### config.mk
export PLATFORM = sky130hd
export DESIGN_NAME = ghash_state_bank_flat
export DESIGN_NICKNAME = d
export VERILOG_FILES = /design/src/rtl/ghash_state_bank_if.sv /design/src/rtl/ghash_state_bank.sv /design/src/flat_wrapper.sv
export SDC_FILE = /design/constraint.sdc
export NUM_CORES = 2
export LEC_CHECK = 0
export ABC_AREA = 1
export BUFFER_PORTS_ARGS = -buffer_cell sky130_fd_sc_hd__buf_2
export CORE_ASPECT_RATIO = 0.75
export CORE_UTILIZATION = 50
export DETAILED_ROUTE_END_ITERATION = 7
export GPL_TIMING_DRIVEN = 0
export PLACE_DENSITY = 0.7
export SLEW_MARGIN = 20
export SYNTH_ARGS = -nofsm -noshare
export SYNTH_HDL_FRONTEND = slang
export SYNTH_SLANG_ARGS = --single-unit
### constraint.sdc
create_clock -name clk -period 1.8 [get_ports clk]
set_input_delay 0.09 -clock clk [delete_from_list [all_inputs] [get_ports clk]]
set_output_delay 0.09 -clock clk [all_outputs]
set_load 0.1 [all_outputs]
### src/rtl/ghash_state_bank_if.sv
// Command and result handshake bundle for the multi-context GHASH state bank.
// The master issues commands and consumes results; the slave is the bank itself.
interface ghash_state_bank_if #(
  parameter int WIDTH   = 128,
  parameter int CH_W    = 2,
  parameter int COUNT_W = 8
);
  logic               op_valid;
  logic               op_ready;
  logic [1:0]         op_code;
  logic [CH_W-1:0]    op_ch;
  logic [WIDTH-1:0]   op_data;

  logic               out_valid;
  logic               out_ready;
  logic [CH_W-1:0]    out_ch;
  logic [WIDTH-1:0]   out_data;
  logic [COUNT_W-1:0] out_count;
  logic               out_err;

  modport master (
    output op_valid, op_code, op_ch, op_data, out_ready,
    input  op_ready, out_valid, out_ch, out_data, out_count, out_err
  );

  modport slave (
    input  op_valid, op_code, op_ch, op_data, out_ready,
    output op_ready, out_valid, out_ch, out_data, out_count, out_err
  );
endinterface

### src/rtl/ghash_state_bank.sv
// NCH independent GHASH accumulator contexts with saturating absorbed-block
// counters, driven by a command port and answering READs through a result register.
module ghash_state_bank #(
  parameter int WIDTH   = 128,
  parameter int NCH     = 4,
  parameter int CH_W    = 2,
  parameter int COUNT_W = 8
) (
  input  logic            clk,
  input  logic            rst,
  ghash_state_bank_if.slave bus
);

  typedef enum logic [1:0] {
    OP_CLEAR = 2'b00,
    OP_LOAD  = 2'b01,
    OP_XOR   = 2'b10,
    OP_READ  = 2'b11
  } op_e;

  localparam logic [CH_W:0]      NCH_L     = (CH_W + 1)'(NCH);
  localparam logic [COUNT_W-1:0] COUNT_MAX = '1;

  logic               accept;
  logic               ch_ok;
  op_e                op;

  logic [WIDTH-1:0]   state_q [NCH];
  logic [COUNT_W-1:0] count_q [NCH];

  logic [WIDTH-1:0]   rd_state;
  logic [COUNT_W-1:0] rd_count;

  logic               out_valid_q, out_valid_d;
  logic [CH_W-1:0]    out_ch_q,    out_ch_d;
  logic [WIDTH-1:0]   out_data_q,  out_data_d;
  logic [COUNT_W-1:0] out_count_q, out_count_d;
  logic               out_err_q,   out_err_d;

  // A held result blocks every command so results are never overwritten.
  assign bus.op_ready = ~out_valid_q | bus.out_ready;
  assign accept       = bus.op_valid & bus.op_ready;
  assign op           = op_e'(bus.op_code);
  assign ch_ok        = ({1'b0, bus.op_ch} < NCH_L);

  for (genvar gi = 0; gi < NCH; gi++) begin : g_ch
    logic               hit;
    logic [WIDTH-1:0]   state_d;
    logic [COUNT_W-1:0] count_d;

    assign hit = accept && (bus.op_ch == CH_W'(gi));

    always_comb begin
      state_d = state_q[gi];
      count_d = count_q[gi];
      if (hit) begin
        unique case (op)
          OP_CLEAR: begin
            state_d = '0;
            count_d = '0;
          end
          OP_LOAD: begin
            state_d = bus.op_data;
            count_d = '0;
          end
          OP_XOR: begin
            state_d = state_q[gi] ^ bus.op_data;
            count_d = (count_q[gi] == COUNT_MAX) ? COUNT_MAX : count_q[gi] + 1'b1;
          end
          default: ;
        endcase
      end
    end

    always_ff @(posedge clk) begin
      if (rst) begin
        state_q[gi] <= '0;
        count_q[gi] <= '0;
      end else begin
        state_q[gi] <= state_d;
        count_q[gi] <= count_d;
      end
    end
  end

  // Explicit compare-mux keeps out-of-range channel indices from touching the arrays.
  always_comb begin
    rd_state = '0;
    rd_count = '0;
    for (int i = 0; i < NCH; i++) begin
      if (bus.op_ch == CH_W'(i)) begin
        rd_state = state_q[i];
        rd_count = count_q[i];
      end
    end
  end

  always_comb begin
    out_valid_d = out_valid_q;
    out_ch_d    = out_ch_q;
    out_data_d  = out_data_q;
    out_count_d = out_count_q;
    out_err_d   = out_err_q;
    if (accept && op == OP_READ) begin
      out_valid_d = 1'b1;
      out_ch_d    = bus.op_ch;
      out_data_d  = ch_ok ? rd_state : '0;
      out_count_d = ch_ok ? rd_count : '0;
      out_err_d   = ~ch_ok;
    end else if (bus.out_ready) begin
      out_valid_d = 1'b0;
    end
  end

  always_ff @(posedge clk) begin
    if (rst) begin
      out_valid_q <= 1'b0;
      out_ch_q    <= '0;
      out_data_q  <= '0;
      out_count_q <= '0;
      out_err_q   <= 1'b0;
    end else begin
      out_valid_q <= out_valid_d;
      out_ch_q    <= out_ch_d;
      out_data_q  <= out_data_d;
      out_count_q <= out_count_d;
      out_err_q   <= out_err_d;
    end
  end

  assign bus.out_valid = out_valid_q;
  assign bus.out_ch    = out_ch_q;
  assign bus.out_data  = out_data_q;
  assign bus.out_count = out_count_q;
  assign bus.out_err   = out_err_q;

endmodule
### src/flat_wrapper.sv
// flat-port wrapper written by rule: the top's interface ports become plain ports
module ghash_state_bank_flat 
#(
  parameter int WIDTH   = 128,
  parameter int NCH     = 4,
  parameter int CH_W    = 2,
  parameter int COUNT_W = 8
)
  (clk, rst, bus_op_valid, bus_op_code, bus_op_ch, bus_op_data, bus_out_ready, bus_op_ready, bus_out_valid, bus_out_ch, bus_out_data, bus_out_count, bus_out_err);
  ghash_state_bank_if #(.WIDTH(WIDTH), .CH_W(CH_W), .COUNT_W(COUNT_W)) bus_i ();
  input  logic clk;
  input  logic rst;
  input wire logic [$bits(bus_i.op_valid)-1:0] bus_op_valid;
  input wire logic [$bits(bus_i.op_code)-1:0] bus_op_code;
  input wire logic [$bits(bus_i.op_ch)-1:0] bus_op_ch;
  input wire logic [$bits(bus_i.op_data)-1:0] bus_op_data;
  input wire logic [$bits(bus_i.out_ready)-1:0] bus_out_ready;
  output wire logic [$bits(bus_i.op_ready)-1:0] bus_op_ready;
  output wire logic [$bits(bus_i.out_valid)-1:0] bus_out_valid;
  output wire logic [$bits(bus_i.out_ch)-1:0] bus_out_ch;
  output wire logic [$bits(bus_i.out_data)-1:0] bus_out_data;
  output wire logic [$bits(bus_i.out_count)-1:0] bus_out_count;
  output wire logic [$bits(bus_i.out_err)-1:0] bus_out_err;
  assign bus_i.op_valid = bus_op_valid;
  assign bus_i.op_code = bus_op_code;
  assign bus_i.op_ch = bus_op_ch;
  assign bus_i.op_data = bus_op_data;
  assign bus_i.out_ready = bus_out_ready;
  assign bus_op_ready = bus_i.op_ready;
  assign bus_out_valid = bus_i.out_valid;
  assign bus_out_ch = bus_i.out_ch;
  assign bus_out_data = bus_i.out_data;
  assign bus_out_count = bus_i.out_count;
  assign bus_out_err = bus_i.out_err;
  ghash_state_bank #(.WIDTH(WIDTH), .NCH(NCH), .CH_W(CH_W), .COUNT_W(COUNT_W)) u_core (.clk(clk), .rst(rst), .bus(bus_i));
endmodule
==> metrics.txt <==
FF+latch count, synth=683; crit path DAT=2.32 ns; PwrDens=889 nW/um^2; clk slew on worst S/H paths=0.06 ns; CP Capture Type=flip-flop; design area=40600 sq um; fin cells=6361; Reg2Reg Depth=7; first-pass GRT wire length=193000 microns; distinct cell type count after synthesis=25; register area=13700 sq um; largest net degree at the start of global routing=20; Routed WL per cell=20.1 microns; Via density=5.74; layout cells sized above 1=0.0838; sequential cell area fraction in the yosys report=0.389; Static Leak=14.0 nW; cts bufs inserted=72; minimum clock period=1.78 ns; R2R Setup Slk=0.02 ns; number of antenna violations at the first check in global routing=13; total grt overflow=0; status=completed; Root Driver=clkbuf_16; Post-Synthesis Cells=5102; Port Buf Inserts=145; Setup violations, final=0; number of DRC markers in iteration 0=4454; fillers=6536; Design Power=36.1 mW; Cell Area, Placed=37100 sq um; CP Max Fanout=10; clk_lat worst skew=0.63 ns; number of global-route vias before repair=32900; DP HPWL=85000 microns; worst hold path class=input port to flip-flop; Nets=5513; Layout area overhead=15.4%; fin crit share=0.989; Max VDD drop=591 uV; Tot GR Track Use=0.348; Avg Cell Area, Syn=6.89 sq um; CTS H-tree depth=3; Final ANT Viol Nets=0; DRC errors left=0; max_slew headroom=0.235; Max clock buf depth=3; routed via count=36500; core area=69000 sq um; Total Wirelength=128000 microns; RR Endpoint=u_core.state_q[3][89]$_SDFFE_PP0P_; chip width=308 microns; Max-cap violations=0; Min-Delay Endpoint=u_core.state_q[3][73]$_SDFFE_PP0P_; Synth Cell Area=35100 sq um; Setup crit start kind=flip-flop; Ports=277; drt pass-1 iters=6; CTS tree=built; Crit Path Category=flip-flop to flip-flop; clk_skew=0.0255 ns; Mapped Nets=5246; hold depth=5; std cell rows=83; RSZ-0062 raised after global routing=yes; chip height=232 microns; synth warn=0; HP Start=bus_op_data[73]; final hold vios=0; Sink Count=683; gpl congestion=0.930; placed cells=6182; Worst-Margin Slew=1.15 ns; Fmax=0.562 GHz; Reg2Reg Launch Point=u_core.bus.out_valid$_SDFFE_PP0P_; full die area=71400 sq um; multi-input logic area=19500 sq um; Starting Density=0.510; WP data required=2.34 ns; fin. max-slew vios=0
==> kinds of logic after synthesis <==
| logic type | count (synthesis) | synth area share |
|---|---|---|
| AO/OA/AOI/OAI | 1583 | 0.226 |
| XOR/XNOR | 510 | 0.127 |
| adder cells (fa/ha/maj) | 8 | 0.00285 |
| buffers and inverters | 523 | 0.0594 |
| flip-flops | 683 | 0.389 |
| other | 1 | 0.000107 |
| AND/OR/NAND/NOR | 1794 | 0.196 |
==> cell usage after synthesis <==
master / number / area share
conb_1: 1 / 0.00011
nand3_1: 82 / 0.012
nor2_1: 30 / 0.0032
clkbuf_1: 374 / 0.040
buf_2: 79 / 0.011
a21boi_2: 1 / 0.00032
dfxtp_1: 683 / 0.39
a21oi_1: 906 / 0.13
buf_4: 7 / 0.0015
nand2_2: 1 / 0.00018
o211ai_1: 2 / 0.00043
buf_1: 15 / 0.0016
inv_2: 4 / 0.00043
nand3_2: 2 / 0.00057
nand2_1: 1669 / 0.18
nor2_4: 1 / 0.00032
nor3_1: 3 / 0.00043
o22ai_1: 3 / 0.00053
nor2_2: 3 / 0.00053
nand3b_1: 1 / 0.00021
o21ai_0: 671 / 0.096
and3_1: 2 / 0.00036
inv_1: 44 / 0.0047
xnor2_1: 510 / 0.13
ha_1: 8 / 0.0028
==> layer usage <==
layer,track usage,share of wire,vias to the layer above
li1,-,-,17200
met1,0.487,0.43,17000
met2,0.510,0.42,1937
met3,0.0704,0.11,340
met4,0.161,0.044,10
met5,0,0.00046,-
==> sequential cells by signal, indices dropped and copies added (netlist names) <==
name	cells
u_core.bus.out_ch	2
u_core.bus.out_count	8
u_core.bus.out_data	128
u_core.bus.out_valid	1
u_core.count_q	32
u_core.state_q	512
==> how the worst max path moves through the flow <==
stage / startpoint / endpoint / slack (ns) / cells after the start
3_3_place_gp: bus_op_code[0] / u_core.state_q[3][53]$_SDFFE_PP0P_ / -1.22 / 10
6_report: u_core.bus.out_valid$_SDFFE_PP0P_ / u_core.state_q[3][89]$_SDFFE_PP0P_ / 0.02 / 7
4_1_cts: u_core.bus.out_valid$_SDFFE_PP0P_ / u_core.state_q[0][93]$_SDFFE_PP0P_ / 0.002 / 8
3_5_place_dp: bus_op_code[0] / u_core.state_q[3][58]$_SDFFE_PP0P_ / -1.31 / 10
2_1_floorplan: u_core.bus.out_valid$_SDFFE_PP0P_ / u_core.bus.out_count[0]$_SDFFE_PP0P_ / -0.06 / 8
5_1_grt: u_core.bus.out_valid$_SDFFE_PP0P_ / u_core.state_q[1][40]$_SDFFE_PP0P_ / -0.02 / 7
==> power by group <==
part | switching (mW) | internal [mW]
combinational | 3.77 | 1.31
clock | 6.53 | 8.82
sequential | 0.237 | 15.4
==> critical path: stages (launching register included) <==
cell and delay, ns:
dfxtp_4 0.37, a21boi_4 0.06, buf_12 0.15, nand3_1 0.17, buf_4 0.35, buf_2 0.34
nand2_1 0.08, a21oi_1 0.17
==> layout make-up <==
type / instances / share of cell area
sequential: 683 / 0.337
antenna: 6 / 0.000370
multi-input combinational: 3896 / 0.480
clock inverter: 20 / 0.00540
clock buffer: 105 / 0.0528
inverter: 48 / 0.00444
tap: 935 / 0.0288
timing repair buffer: 195 / 0.0310
buffer: 473 / 0.0596
==> layout by cell type, fill, tap and decap left out, drive strengths merged <==
master and n:
diode 6, o211ai 2, and3 2, nor2 34, clkbuf 468, inv 51, o21ai 671, a21oi 906
nor3 3, dfxtp 683, conb 1, nand3b 1, clkdlybuf4s15 1, ha 8, a21boi 1, nand3 84
clkinvlp 3, nand2 1670, o22ai 3, xnor2 510, bufinv 4, clkinv 10, buf 260, dlygate4sd3 44
==> repair_timing <==
action	CTS	global route
hold buffers	44	0
endpoints found under the setup margin	683	619
resized for setup	100	216
pin swaps	2	4
cloned	0	2
buffers inserted	3	1
endpoints found under the hold margin	83	0
==> through the flow <==
stage	setup TNS (ns)	utilization	setup WS [ns]	hold WS [ns]
after global routing	-0.0682	0.588	-0.0248	0.0292
after global placement	-577.30	0.537	-1.22	0.444
after floorplan	-3.07	-	-0.0610	0.283
after detailed placement	-599.48	0.537	-1.31	0.456
after CTS	0	0.581	0.00220	0.00118
final	0	0.588	0.0206	0.0112
Note: power is estimated with default switching activity, not from simulation.
